<file path="src/rtl/cdb_arbiter.sv">
// cdb_arbiter: Common Data Bus arbiter for the four execution units
// (0 ALU, 1 MUL, 2 DIV, 3 LD/ST). Each unit owns a one-entry holding
// buffer; a round-robin arbiter broadcasts one buffered result per cycle
// on the registered CDB. issueblk_done tells the issue queue when the
// unit's buffer can take its next result.
module cdb_arbiter #(
  parameter int DATA_W = 32,
  parameter int TAG_W  = 6
) (
  input  logic                clk,
  input  logic                rst_n,
  input  logic [3:0]          req_valid,
  input  logic [4*TAG_W-1:0]  req_tag,
  input  logic [4*DATA_W-1:0] req_data,
  output logic [3:0]          issueblk_done,
  output logic                CDB_valid,
  output logic [TAG_W-1:0]    CDB_tag,
  output logic [DATA_W-1:0]   CDB_data,
  output logic [1:0]          CDB_src
);

  localparam int N = 4;

  logic [N-1:0]      full;
  logic [1:0]        rr_ptr;
  logic [TAG_W-1:0]  buf_tag  [N];
  logic [DATA_W-1:0] buf_data [N];

  logic [N-1:0]      gnt;
  logic [1:0]        gnt_idx;
  logic [N-1:0]      accept;

  // Round-robin grant: first full buffer found scanning up from rr_ptr.
  always_comb begin
    logic       found;
    logic [1:0] idx;
    // NOTE: every variable gets a default before the loop so no path
    // leaves it unassigned; otherwise synthesis infers a latch.
    gnt     = '0;
    gnt_idx = rr_ptr;
    found   = 1'b0;
    idx     = rr_ptr;
    for (int k = 0; k < N; k++) begin
      idx = rr_ptr + 2'(k);
      if (!found && full[idx]) begin
        gnt[idx] = 1'b1;
        gnt_idx  = idx;
        found    = 1'b1;
      end
    end
  end

  // A unit may deliver when its buffer is empty or is draining this cycle.
  assign issueblk_done = ~full | gnt;
  assign accept        = req_valid & issueblk_done;

  // Occupancy, pointer and CDB output registers.
  always_ff @(posedge clk or negedge rst_n) begin
    if (!rst_n) begin
      full      <= '0;
      rr_ptr    <= '0;
      CDB_valid <= 1'b0;
      CDB_tag   <= '0;
      CDB_data  <= '0;
      CDB_src   <= '0;
    end else begin
      // NOTE: non-blocking assignments keep every register reading the
      // pre-edge state, so drain and refill of one buffer do not race.
      for (int i = 0; i < N; i++) begin
        if (accept[i])   full[i] <= 1'b1;
        else if (gnt[i]) full[i] <= 1'b0;
      end
      CDB_valid <= |gnt;
      if (|gnt) begin
        rr_ptr   <= gnt_idx + 2'd1;
        CDB_tag  <= buf_tag[gnt_idx];
        CDB_data <= buf_data[gnt_idx];
        CDB_src  <= gnt_idx;
      end
    end
  end

  // Result capture into the holding buffers.
  // NOTE: the buffer storage has no reset; full[] qualifies its contents,
  // so only the occupancy bits need clearing.
  always_ff @(posedge clk) begin
    for (int i = 0; i < N; i++) begin
      if (accept[i] && rst_n) begin
        buf_tag[i]  <= req_tag[i*TAG_W +: TAG_W];
        buf_data[i] <= req_data[i*DATA_W +: DATA_W];
      end
    end
  end

endmodule

</file>
<file path="config.mk">
export PLATFORM = sky130hd
export DESIGN_NAME = cdb_arbiter
export DESIGN_NICKNAME = d
export VERILOG_FILES = /design/src/rtl/cdb_arbiter.sv
export SDC_FILE = /design/constraint.sdc
export NUM_CORES = 1
export LEC_CHECK = 0
export ABC_CLOCK_PERIOD_IN_PS = 9100
export CORE_MARGIN = 3
export CORE_UTILIZATION = 50
export CTS_BUF_LIST = sky130_fd_sc_hd__clkbuf_2
export DETAILED_ROUTE_END_ITERATION = 8
export PLACE_DENSITY = 0.79
export SYNTH_ARGS = -nofsm -noshare
export SYNTH_HDL_FRONTEND = slang
export SYNTH_SLANG_ARGS = --single-unit
</file>
<file path="constraint.sdc">
create_clock -name clk -period 9.1 [get_ports clk]
set_clock_uncertainty 0.05 [all_clocks]
set_input_delay 0.91 -clock clk [delete_from_list [all_inputs] [get_ports clk]]
set_output_delay 0.91 -clock clk [all_outputs]
set_load 0.02 [all_outputs]
</file>
### Word level (Yosys, flattened, before mapping)

Memory sizes are Yosys's and may differ from the RTL's. A register that Yosys moved wholly into a read port is not among the register bits.
Index checks and enable logic that the tools add are counted.

* register bits: 9
* memory bits (writable): 152
* input port bits: 158
* word-level logic and storage cells: 90
* memories kept: 2

* add/sub/neg operators: 4
* magnitude comparators: 8
* mux-type cells: 42
* bitwise logic cells: 6
* reductions and logical operators: 21

Memory list
* buf_data: words 4, bits a word 32, rd ports 1, clocked after Yosys merged registers in 1, wr ports 4, line 27 `logic [DATA_W-1:0] buf_data [N];`
* buf_tag: words 4, bits a word 6, rd ports 1, clocked after Yosys merged registers in 1, wr ports 4, line 26 `logic [TAG_W-1:0] buf_tag [N];`

Operator list (number)
* 1-bit 2-to-1 mux: 27
* 4-bit 2-to-1 mux: 4
* 4-bit OR: 4
* 2-bit by 3-bit less-than comparator with 1-bit output, second input constant: 4
* 1-bit logical AND: 11
* 1-bit binary-select mux with 2-bit select: 4
* 1-bit demux with 2-bit select: 4
* 2-bit by 1-bit greater-or-equal comparator with 1-bit output, second input constant: 4
* 2-bit nonzero test: 4
* 2-bit 2-to-1 mux: 3
* 1-bit zero test: 5
* 2-bit by 1-bit adder with 2-bit output, second input constant: 2
* 2-bit adder, second input constant: 2
* 4-bit AND: 1
* 4-bit NOT: 1
* 4-bit OR reduction: 1

### Depth between registers and ports, before layout

Gate-level depths: netlist (run 1).

* depth in word-level cells: 17
* depth in mapped cells: 15

### Worst setup path after synthesis (run 1)

Ideal clock, no wire load.

* path kind: flip-flop to flip-flop
* start point: reg rr_ptr[1]
* end point: mem buf_data[1][0], enable pin
* library setup time: 0.399 ns
* arrival time: 3.613 ns
* required time: 8.651 ns
* path slack: 5.038 ns
* stages on the path, launching flop included: 10
* path buffers: 2
* clock period less this slack: 4.062 ns
* path through: dfrtp_1 > clkbuf_1 > inv_1 > ha_1 > clkbuf_1 > mux4_2 > or3b_1 > a22oi_1 > nand3b_1 > and3_1

RTL lines
* from (decl): line 25 `logic [1:0] rr_ptr;`
* from (signal assigned): line 75 `rr_ptr <= gnt_idx + 2'd1;`
* to (decl): line 27

### Final worst setup path (run 1)

* start point: reg rr_ptr[0]
* end point: out issueblk_done[1]

* cells in the longest elaborated chain, start to end: 13
* elaborated cells between the ends (all ways): 48

Ends and longest elaborated chain
* parallel branches: the longest is 11 deep, another holds 2-bit by 3-bit less-than comparator with 1-bit output
* 4-bit 2-to-1 mux (*): line 45 `if (!found && full[idx]) begin`
* 4-bit OR (*): line 54 `assign issueblk_done = ~full | gnt;`
* to (decl): line 15 `output logic [3:0] issueblk_done,`

Mark *: on every way between the ends. The select of a mux whose other input is x is not followed.

==> results of run 1 <==
==> critical path, stage by stage, from the launching register on <==
cell,delay (ps)
dfrtp_1,870
inv_1,230
ha_1,580
mux4_2,530
or3b_1,420
a22oi_1,330
nand3b_1,220
clkdlybuf4s50_1,630
==> worst max path at each step <==
stage               from  slack (ps)  cells after the start               end
6_report       rr_ptr[0]        3560                      7  issueblk_done[1]
3_5_place_dp   rr_ptr[0]        4420                      7  issueblk_done[1]
4_1_cts        rr_ptr[0]        3510                      7  issueblk_done[1]
2_1_floorplan  rr_ptr[1]        5040                      9    buf_data[1][0]
3_3_place_gp   rr_ptr[0]        4630                      7  issueblk_done[2]
5_1_grt        rr_ptr[0]        3280                      7  issueblk_done[1]
==> metrics by stage <==
step	setup slack, ps	hold WS, ps
after global placement	4630	435
after global routing	3280	114
final	3560	149
after detailed placement	4420	446
after floorplan	5040	504
after CTS	3510	109
==> metal layers <==
metal  vias up  global-route usage  share of wire
met5         -                   0              0
met4         0              0.0510         0.0081
met3        15              0.0637          0.070
met2       218               0.381           0.50
met1      2806               0.312           0.42
li1       2607                   -              -
==> registers in the layout, indices dropped and copies added (netlist names) <==
signal,cells
buf_tag,24
full,4
CDB_data,32
buf_data,128
CDB_src,2
rr_ptr,2
CDB_valid,1
CDB_tag,6
==> power by group through the flow <==
stage	logic, mW	registers (mW)	clock network [mW]
after global placement	2.58	1.43	0
after CTS	2.69	1.42	0.428
final	2.66	1.42	0.420
after global routing	2.89	1.45	0.462
after floorplan	1.88	1.50	0
after detailed placement	2.69	1.44	0
==> logic make-up (layout without fill, tap and decap cells) <==
family / count (synthesis) / in the layout
flops: 199 / 199
simple gates: 150 / 150
compound gates: 142 / 142
buf+inv: 63 / 249
mux: 10 / 10
fa+ha+maj: 6 / 6
xor+xnor: 1 / 1
==> layout make-up <==
cell class / instances / area share
repair buffers: 208 / 0.192
multi-input cells: 309 / 0.225
clock inverters: 15 / 0.0130
clock buffers: 17 / 0.00791
flip-flops and latches: 199 / 0.534
well taps: 216 / 0.0251
inverters: 9 / 0.00314
==> placed cells by master (no fill, tap or decap), types with 6 or more instances in the layout <==
cell type          n
a211oi_1          76
a21oi_1            6
and3_1            76
buf_4              6
clkbuf_2          17
clkdlybuf4s50_1  201
dfrtp_1           47
edfxtp_1         152
ha_1               6
inv_1              8
nand2_1            8
nand3_1           39
o31ai_2           36
==> results.ini, run 1 <==
[logic_synthesis]
synth_simple_gate_area_frac=0.106
synthArstFlopShare=0.236
syn_avg_cell_area_um2=14.8
synth-xor-area-share=0.00104
synth_nets=735
muxShareOfSynthArea=0.0183
synthAdderAreaFrac=0.00891
syn_inst=571
yosysTopAreaCell=edfxtp_1
synth.most_common_cell=edfxtp_1
synth_flop_cell=edfxtp_1
post-synth-top-area-fraction=0.541
yosys-top-cells-count=edfxtp_1, and3_1, a211oi_1
synth_compound_area_frac=0.149
synth-edff-count=152
ys_seq_area_frac=0.681
synth_top_family_by_area=compound AO/OA/AOI/OAI gates
synthesis.area_um2=8430
synth.area.top_cells=edfxtp_1, dfrtp_1, a211oi_1, and3_1, o31ai_2
synth-seq-cells=199
synth_cell_types=49
ys_warn_count=0

[setup_path]
worst_setup_path_start_kind=register
cp.arrival_ps=4580
ff2ff_setup_slack_ps=4400
cp-end-kind=primary output
crit_path_max_fanout=18
r2r_cells=8
path_class=reg -> out
r2r-start=rr_ptr[0]
cp.required_ps=8140
worstReg2RegEnd=CDB_src[0]

[layout]
final-seq-area_um2=5740
instances_no_fill=973
final_area_um2=10800
nets=908
areaGrowthSynthToFinish_pct=27.6
drive_gt1_frac=0.120
multi_input_area_um2=2420
n_fill_cell=1149
final_util=0.665
diodes=0

[global_routing]
antenna_found_initial=0
grt_pass1_wl_um=32400
grtUsageTotal=0.231
grt_max_degree=78
first_global_vias=5889
overflow=0

[timing]
rsz0062_at_grt=no
layout_worst_path_cycle_share=0.609
worst_slew_pin_slew_ps=1020
setup_viol=0
period_needed_ps=5540
slew_viol_final=0
hold_viol=0
max_freq_mhz=181
tns_ps=0
max_slew_margin=0.321

[routing]
routedWlPerCell_um=21.5
wirelength_um=20900
dr.pass1.iters=5
num_vias=5646
viasPerCell=5.80
drt.antenna.violating_nets=0
drt-initial-drc-count=411
drc=0

[min_path]
hold_class=in -> async

[floorplan]
die_w_um=136
chipHeight_um=136
core-area_um2=16200
floorplan.initialDensity=0.521
num_rows=46
die_area_um2=18500
io_pins=203

[placed_design]
place.gp.congestion=0.875
hpwl_um=13600
place_area_um2=10500
place_inst=941
portBuffers=202

[pwr]
clockPowerShare=0.093
power.density_nw_per_um2=418
p_sw_mw=2.05
seq_power_share=0.316
finalPower_mw=4.50
p_int_mw=2.45
power.leakage_nw=3.85
ir_drop_uv=294
p_comb_frac=0.591
power_switching_share=0.456

[clock_network]
ctsResizeCount=0
cts_tree=done
clockBufferDepth=2
post_cts.repair.setup_buffers=0
hold_buffers=0
numCtsBuffers=17
clk_pin_slew_ps=280
clock_sinks=199
clk_latency_ps=780
cts_htree_levels=4
root_buffer=clkbuf_2

[run]
maxCapViolations=0

[run_status]
status=finished clean

Note: power is estimated with default switching activity, not from simulation.
==> inputs of run 2 (changes only) <==
--- a/config.mk
+++ b/config.mk
@@ -5,7 +5,7 @@
 export SDC_FILE = /design/constraint.sdc
 export NUM_CORES = 1
 export LEC_CHECK = 0
-export ABC_CLOCK_PERIOD_IN_PS = 9100
+export ABC_CLOCK_PERIOD_IN_PS = 5500
 export CORE_MARGIN = 3
 export CORE_UTILIZATION = 50
 export CTS_BUF_LIST = sky130_fd_sc_hd__clkbuf_2
==> constraint.sdc (replaced) <==
create_clock -name clk -period 5.5 [get_ports clk]
set_clock_uncertainty 0.05 [all_clocks]
set_input_delay 0.55 -clock clk [delete_from_list [all_inputs] [get_ports clk]]
set_output_delay 0.55 -clock clk [all_outputs]
set_load 0.02 [all_outputs]
==> results.ini, run 2 (synthesis gave the netlist of run 1 again) <==
[run_status]
status=finished clean

[layout]
final_util=0.672  ; +0.00650
drive_gt1_frac=0.123  ; +0.00232
instances_no_fill=975  ; +0.21%
nets=910  ; +0.22%
largest_reg_flops=128  ; unchanged
diodes=0  ; unchanged
reg_top3=buf_data (128), CDB_data (32), buf_tag (24)
areaGrowthSynthToFinish_pct=28.8
top_register=buf_data
final_common_cell=clkdlybuf4s50_1
n_fill_cell=1142  ; -0.61%
mostFrequentLayoutCells=clkdlybuf4s50_1, edfxtp_1, and3_1, a211oi_1, dfrtp_1

[clock_network]
cts_htree_levels=4  ; unchanged
cts_tree=done
clk_latency_ps=750  ; -30 ps
post_cts.repair.setup_buffers=0  ; unchanged
root_buffer=clkbuf_2
clockBufferDepth=2  ; unchanged
clk_pin_slew_ps=270  ; about the same
clock_sinks=199  ; unchanged
numCtsBuffers=17  ; unchanged

[floorplan]
die_area_um2=18500  ; unchanged
die_w_um=136  ; unchanged
floorplan.initialDensity=0.521  ; unchanged
io_pins=203  ; unchanged
chipHeight_um=136  ; unchanged
core-area_um2=16200  ; unchanged
num_rows=46  ; unchanged

[run]
maxCapViolations=0  ; unchanged

[timing]
worst_slew_pin_slew_ps=1020  ; -1.22 ps
period_needed_ps=5140
max_freq_mhz=195
max_slew_margin=0.322  ; +0.000813
layout_worst_path_cycle_share=0.935
tns_ps=0  ; unchanged
slew_viol_final=0  ; unchanged
setup_viol=0  ; unchanged
rsz0062_at_grt=no
timing.final.ws_setup_ps=360  ; -3200 ps
hold_viol=0  ; unchanged

[pwr]
ir_drop_uv=585  ; +99%
finalPower_mw=7.65  ; +70%
power.density_nw_per_um2=704  ; +68%
power.leakage_nw=3.90  ; +1.3%

[routing]
dr.pass1.iters=4  ; -1
num_vias=5694  ; +0.85%
viasPerCell=5.84  ; +0.64%
drt.antenna.violating_nets=0  ; unchanged
drt-initial-drc-count=422  ; +2.7%
drc=0  ; unchanged
wirelength_um=20900  ; -0.16%
routedWlPerCell_um=21.4  ; -0.36%

[setup_path]
worst_setup_path_start_kind=register
cp-end-kind=primary output
cp.required_ps=4900  ; -3240 ps
crit_path_max_fanout=18  ; unchanged
cp.arrival_ps=4540  ; -40 ps
path_class=reg -> out

[min_path]
hold_class=in -> async

[placed_design]
place_inst=942  ; +0.11%
portBuffers=202  ; unchanged
dp_slack_ps=1110  ; -3310 ps
hpwl_um=13600  ; -0.24%
place.gp.congestion=0.854  ; -2.4%

[global_routing]
grt_max_degree=77  ; -1.3%
grtUsageTotal=0.229  ; -0.00232
overflow=0  ; unchanged
first_global_vias=5992  ; +1.7%
antenna_found_initial=0  ; unchanged
grt_pass1_wl_um=32000  ; -1.1%

## run 2: cell count changes in the layout (fill, tap and decap cells not counted), sizes merged
cell / previous run / this run
buf: 7 / 8
inv: 17 / 10
bufinv: 1 / 5
clkbuf: 17 / 20
dlygate4sd3: 0 / 1
## run 2: power breakdown
part	internal, mW	switching [mW]	total (mW)	leakage, nW
registers	2.13	0.231	2.36	1.95
logic	1.78	2.67	4.45	1.78
clock network	0.350	0.489	0.839	0.174
total	4.26	3.39	7.65	3.90
## run 2: what timing repair did
action,CTS,global route
gates resized for setup,0,0
endpoints found under the setup margin,0,0
hold endpoints to repair,21,0
hold buffers,1,0
## run 2: cell type report
type | instances | area, um^2 | share of cell area
inverters | 9 | 33.8 | 0.00311
multi-input cells | 309 | 2420 | 0.223
clock buffers | 20 | 100 | 0.00922
well taps | 216 | 270 | 0.0249
clock inverters | 12 | 200 | 0.0184
repair buffers | 210 | 2090 | 0.193
flip-flops and latches | 199 | 5740 | 0.529
## run 2: metal layers
metal	vias to the layer above	share of wire	track usage	wire [um]
met5	-	0	0	0
met4	0	0.015	0.0588	318
met3	27	0.068	0.0485	1410
met2	249	0.49	0.364	10200
met1	2811	0.43	0.326	8980
li1	2607	-	-	-
## run 2: final timing paths
check / from / end / slack (ps) / depth (start not counted)
max in group asynchronous: rst_n / CDB_data[16] / 4360 / 3
setup reg to reg: rr_ptr[0] / buf_tag[2][2] / 1070 / 7
hold reg to reg: CDB_src[1] / CDB_src[1] / 500 / 2
hold / removal: rst_n / CDB_src[0] / 210 / 2
min in group clk: req_data[114] / buf_data[3][18] / 250 / 1
setup / recovery: rr_ptr[0] / issueblk_done[1] / 360 / 7
## run 2: worst max-delay path: stages (launching register included)
cell and delay, ps:
dfrtp_1 880, inv_1 230, ha_1 580, mux4_2 540
or3b_1 410, a22oi_1 310, nand3b_1 210, clkdlybuf4s50_1 620
## run 2: through the flow
stage / hold slack, ps / instance area, um^2
after floorplan: 204 / 8430
after global placement: 442 / 10600
final: 215 / 10900
after global routing: 141 / 10900
after detailed placement: 455 / 10600
after CTS: 178 / 10900
==> inputs of run 3 (changes only) <==
--- a/config.mk
+++ b/config.mk
@@ -7,10 +7,10 @@
 export LEC_CHECK = 0
 export ABC_CLOCK_PERIOD_IN_PS = 5500
 export CORE_MARGIN = 3
-export CORE_UTILIZATION = 50
+export CORE_UTILIZATION = 30
 export CTS_BUF_LIST = sky130_fd_sc_hd__clkbuf_2
 export DETAILED_ROUTE_END_ITERATION = 8
-export PLACE_DENSITY = 0.79
+export PLACE_DENSITY = 0.52
 export SYNTH_ARGS = -nofsm -noshare
 export SYNTH_HDL_FRONTEND = slang
 export SYNTH_SLANG_ARGS = --single-unit
==> results.ini, run 3 (synthesis gave the netlist of run 1 again) <==
[pwr]
power.leakage_nw=3.88  ; -0.49%
power.density_nw_per_um2=690  ; -2.1%
ir_drop_uv=619  ; +5.9%
finalPower_mw=7.60  ; -0.61%

[floorplan]
floorplan.initialDensity=0.309  ; -0.212
core-area_um2=27300  ; +68%
num_rows=60  ; +30%
io_pins=203  ; unchanged
chipHeight_um=174  ; +28%
die_area_um2=30100  ; +63%
die_w_um=174  ; +28%

[timing]
hold_viol=0  ; unchanged
timing.final.ws_setup_ps=328  ; -32.4 ps
period_needed_ps=5170  ; +32.4 ps
max_freq_mhz=193  ; -0.63%
slew_viol_final=0  ; unchanged
layout_worst_path_cycle_share=0.940  ; +0.00589
worst_slew_pin_slew_ps=1090  ; +73.2 ps
rsz0062_at_grt=no
setup_viol=0  ; unchanged
tns_ps=0  ; unchanged
max_slew_margin=0.273  ; -0.0488

[clock_network]
cts_tree=done
root_buffer=clkbuf_2
numCtsBuffers=17  ; unchanged
cts_htree_levels=4  ; unchanged
ctsResizeCount=0  ; unchanged
clock_sinks=199  ; unchanged
clk_pin_slew_ps=370  ; +100 ps
clockBufferDepth=2  ; unchanged
clk_latency_ps=800  ; +50 ps

[run]
maxCapViolations=0  ; unchanged

[routing]
drt-initial-drc-count=347  ; -18%
num_vias=5715  ; +0.37%
drc=0  ; unchanged
wirelength_um=23900  ; +14%
viasPerCell=5.05  ; -14%
drt.antenna.violating_nets=0  ; unchanged
dr.pass1.iters=6  ; +2
routedWlPerCell_um=21.1  ; -1.4%

[setup_path]
cp.arrival_ps=4570  ; +30 ps
crit_path_max_fanout=18  ; unchanged
worst_setup_path_start_kind=register
cp.required_ps=4900  ; about the same
path_class=reg -> out
slowest_stage=dfrtp_1
crit_chain=inv_1 -> ha_1 -> mux4_2 -> or3b_1 -> a22oi_1 -> nand3b_1 -> clkdlybuf4s50_1
cpLargestDelayFamily=flip-flops
cp-end-kind=primary output
crit_buf_inv=2  ; unchanged
max_stage_delay_ps=890  ; about the same

[global_routing]
first_global_vias=5932  ; -1.0%
grt_max_degree=79  ; +2.6%
antenna_found_initial=1  ; +1
grtUsageTotal=0.155  ; -0.0736
overflow=0  ; unchanged
grt_pass1_wl_um=35700  ; +12%

[placed_design]
portBuffers=202  ; unchanged
dp_slack_ps=1060  ; -46.1 ps
place_inst=1098  ; +17%
hpwl_um=15300  ; +13%
place.gp.congestion=0.847  ; -0.90%

[layout]
reg_top3=buf_data (128), CDB_data (32), buf_tag (24)
final_util=0.404  ; -0.267
areaGrowthSynthToFinish_pct=30.7
drive_gt1_frac=0.125  ; +0.00264
top_register=buf_data
nets=910  ; unchanged
largest_reg_flops=128  ; unchanged
mostFrequentLayoutCells=clkdlybuf4s50_1, edfxtp_1, and3_1, a211oi_1, dfrtp_1
instances_no_fill=1132  ; +16%
final_common_cell=clkdlybuf4s50_1

[min_path]
hold_class=in -> reg

[run_status]
status=finished clean

==> run 3: layout make-up <==
cell class	count	area [um^2]
Sequential cell	199	5740
Clock buffer	18	90.1
Timing Repair Buffer	210	2080
Inverter	9	33.8
Fill cell	2534	16200
Multi-Input combinational cell	309	2430
Antenna cell	1	2.50
Clock inverter	14	180
Tap cell	372	465
==> run 3: per-stage QoR <==
step	hold slack, ps	cell area [um^2]
CTS	83.8	11000
global placement	447	10700
detailed placement	456	10700
global route	34.0	11000
finish	196	11000
floorplan	204	8430
==> run 3: worst paths after layout <==
path	from	depth (start not counted)	slack [ps]	to
max	rr_ptr[0]	7	330	issueblk_done[1]
min	req_data[88]	1	200	buf_data[2][24]
max reg2reg	rr_ptr[0]	7	1000	buf_data[1][19]
min reg2reg	CDB_data[11]	2	510	CDB_data[11]
max in group asynchronous	rst_n	3	4240	CDB_data[27]
min in group asynchronous	rst_n	2	270	CDB_data[4]
==> run 3: repair_timing <==
action | in CTS | in global routing
hold buffers | 1 | 0
endpoints found under the hold margin | 22 | 0
setup buffers | 0 | 0
==> run 3: worst register-to-register path, stage by stage, from the launching register on <==
cell,delay [ps]
dfrtp_1,890
inv_1,230
ha_1,570
mux4_2,540
or3b_1,430
a22oi_1,330
nand3b_1,210
and3_2,880
==> run 3: power by group <==
part / internal, mW / leakage (nW) / switching [mW]
sequential: 2.13 / 1.95 / 0.230
clock: 0.163 / 0.157 / 0.576
combinational: 1.75 / 1.78 / 2.76
total: 4.04 / 3.88 / 3.56
==> run 3: per-layer routing <==
metal / routed length [um] / global-route usage
met1: 10500 / 0.206
met2: 11600 / 0.254
met3: 1590 / 0.0473
met4: 233 / 0.0332
met5: 0 / 0
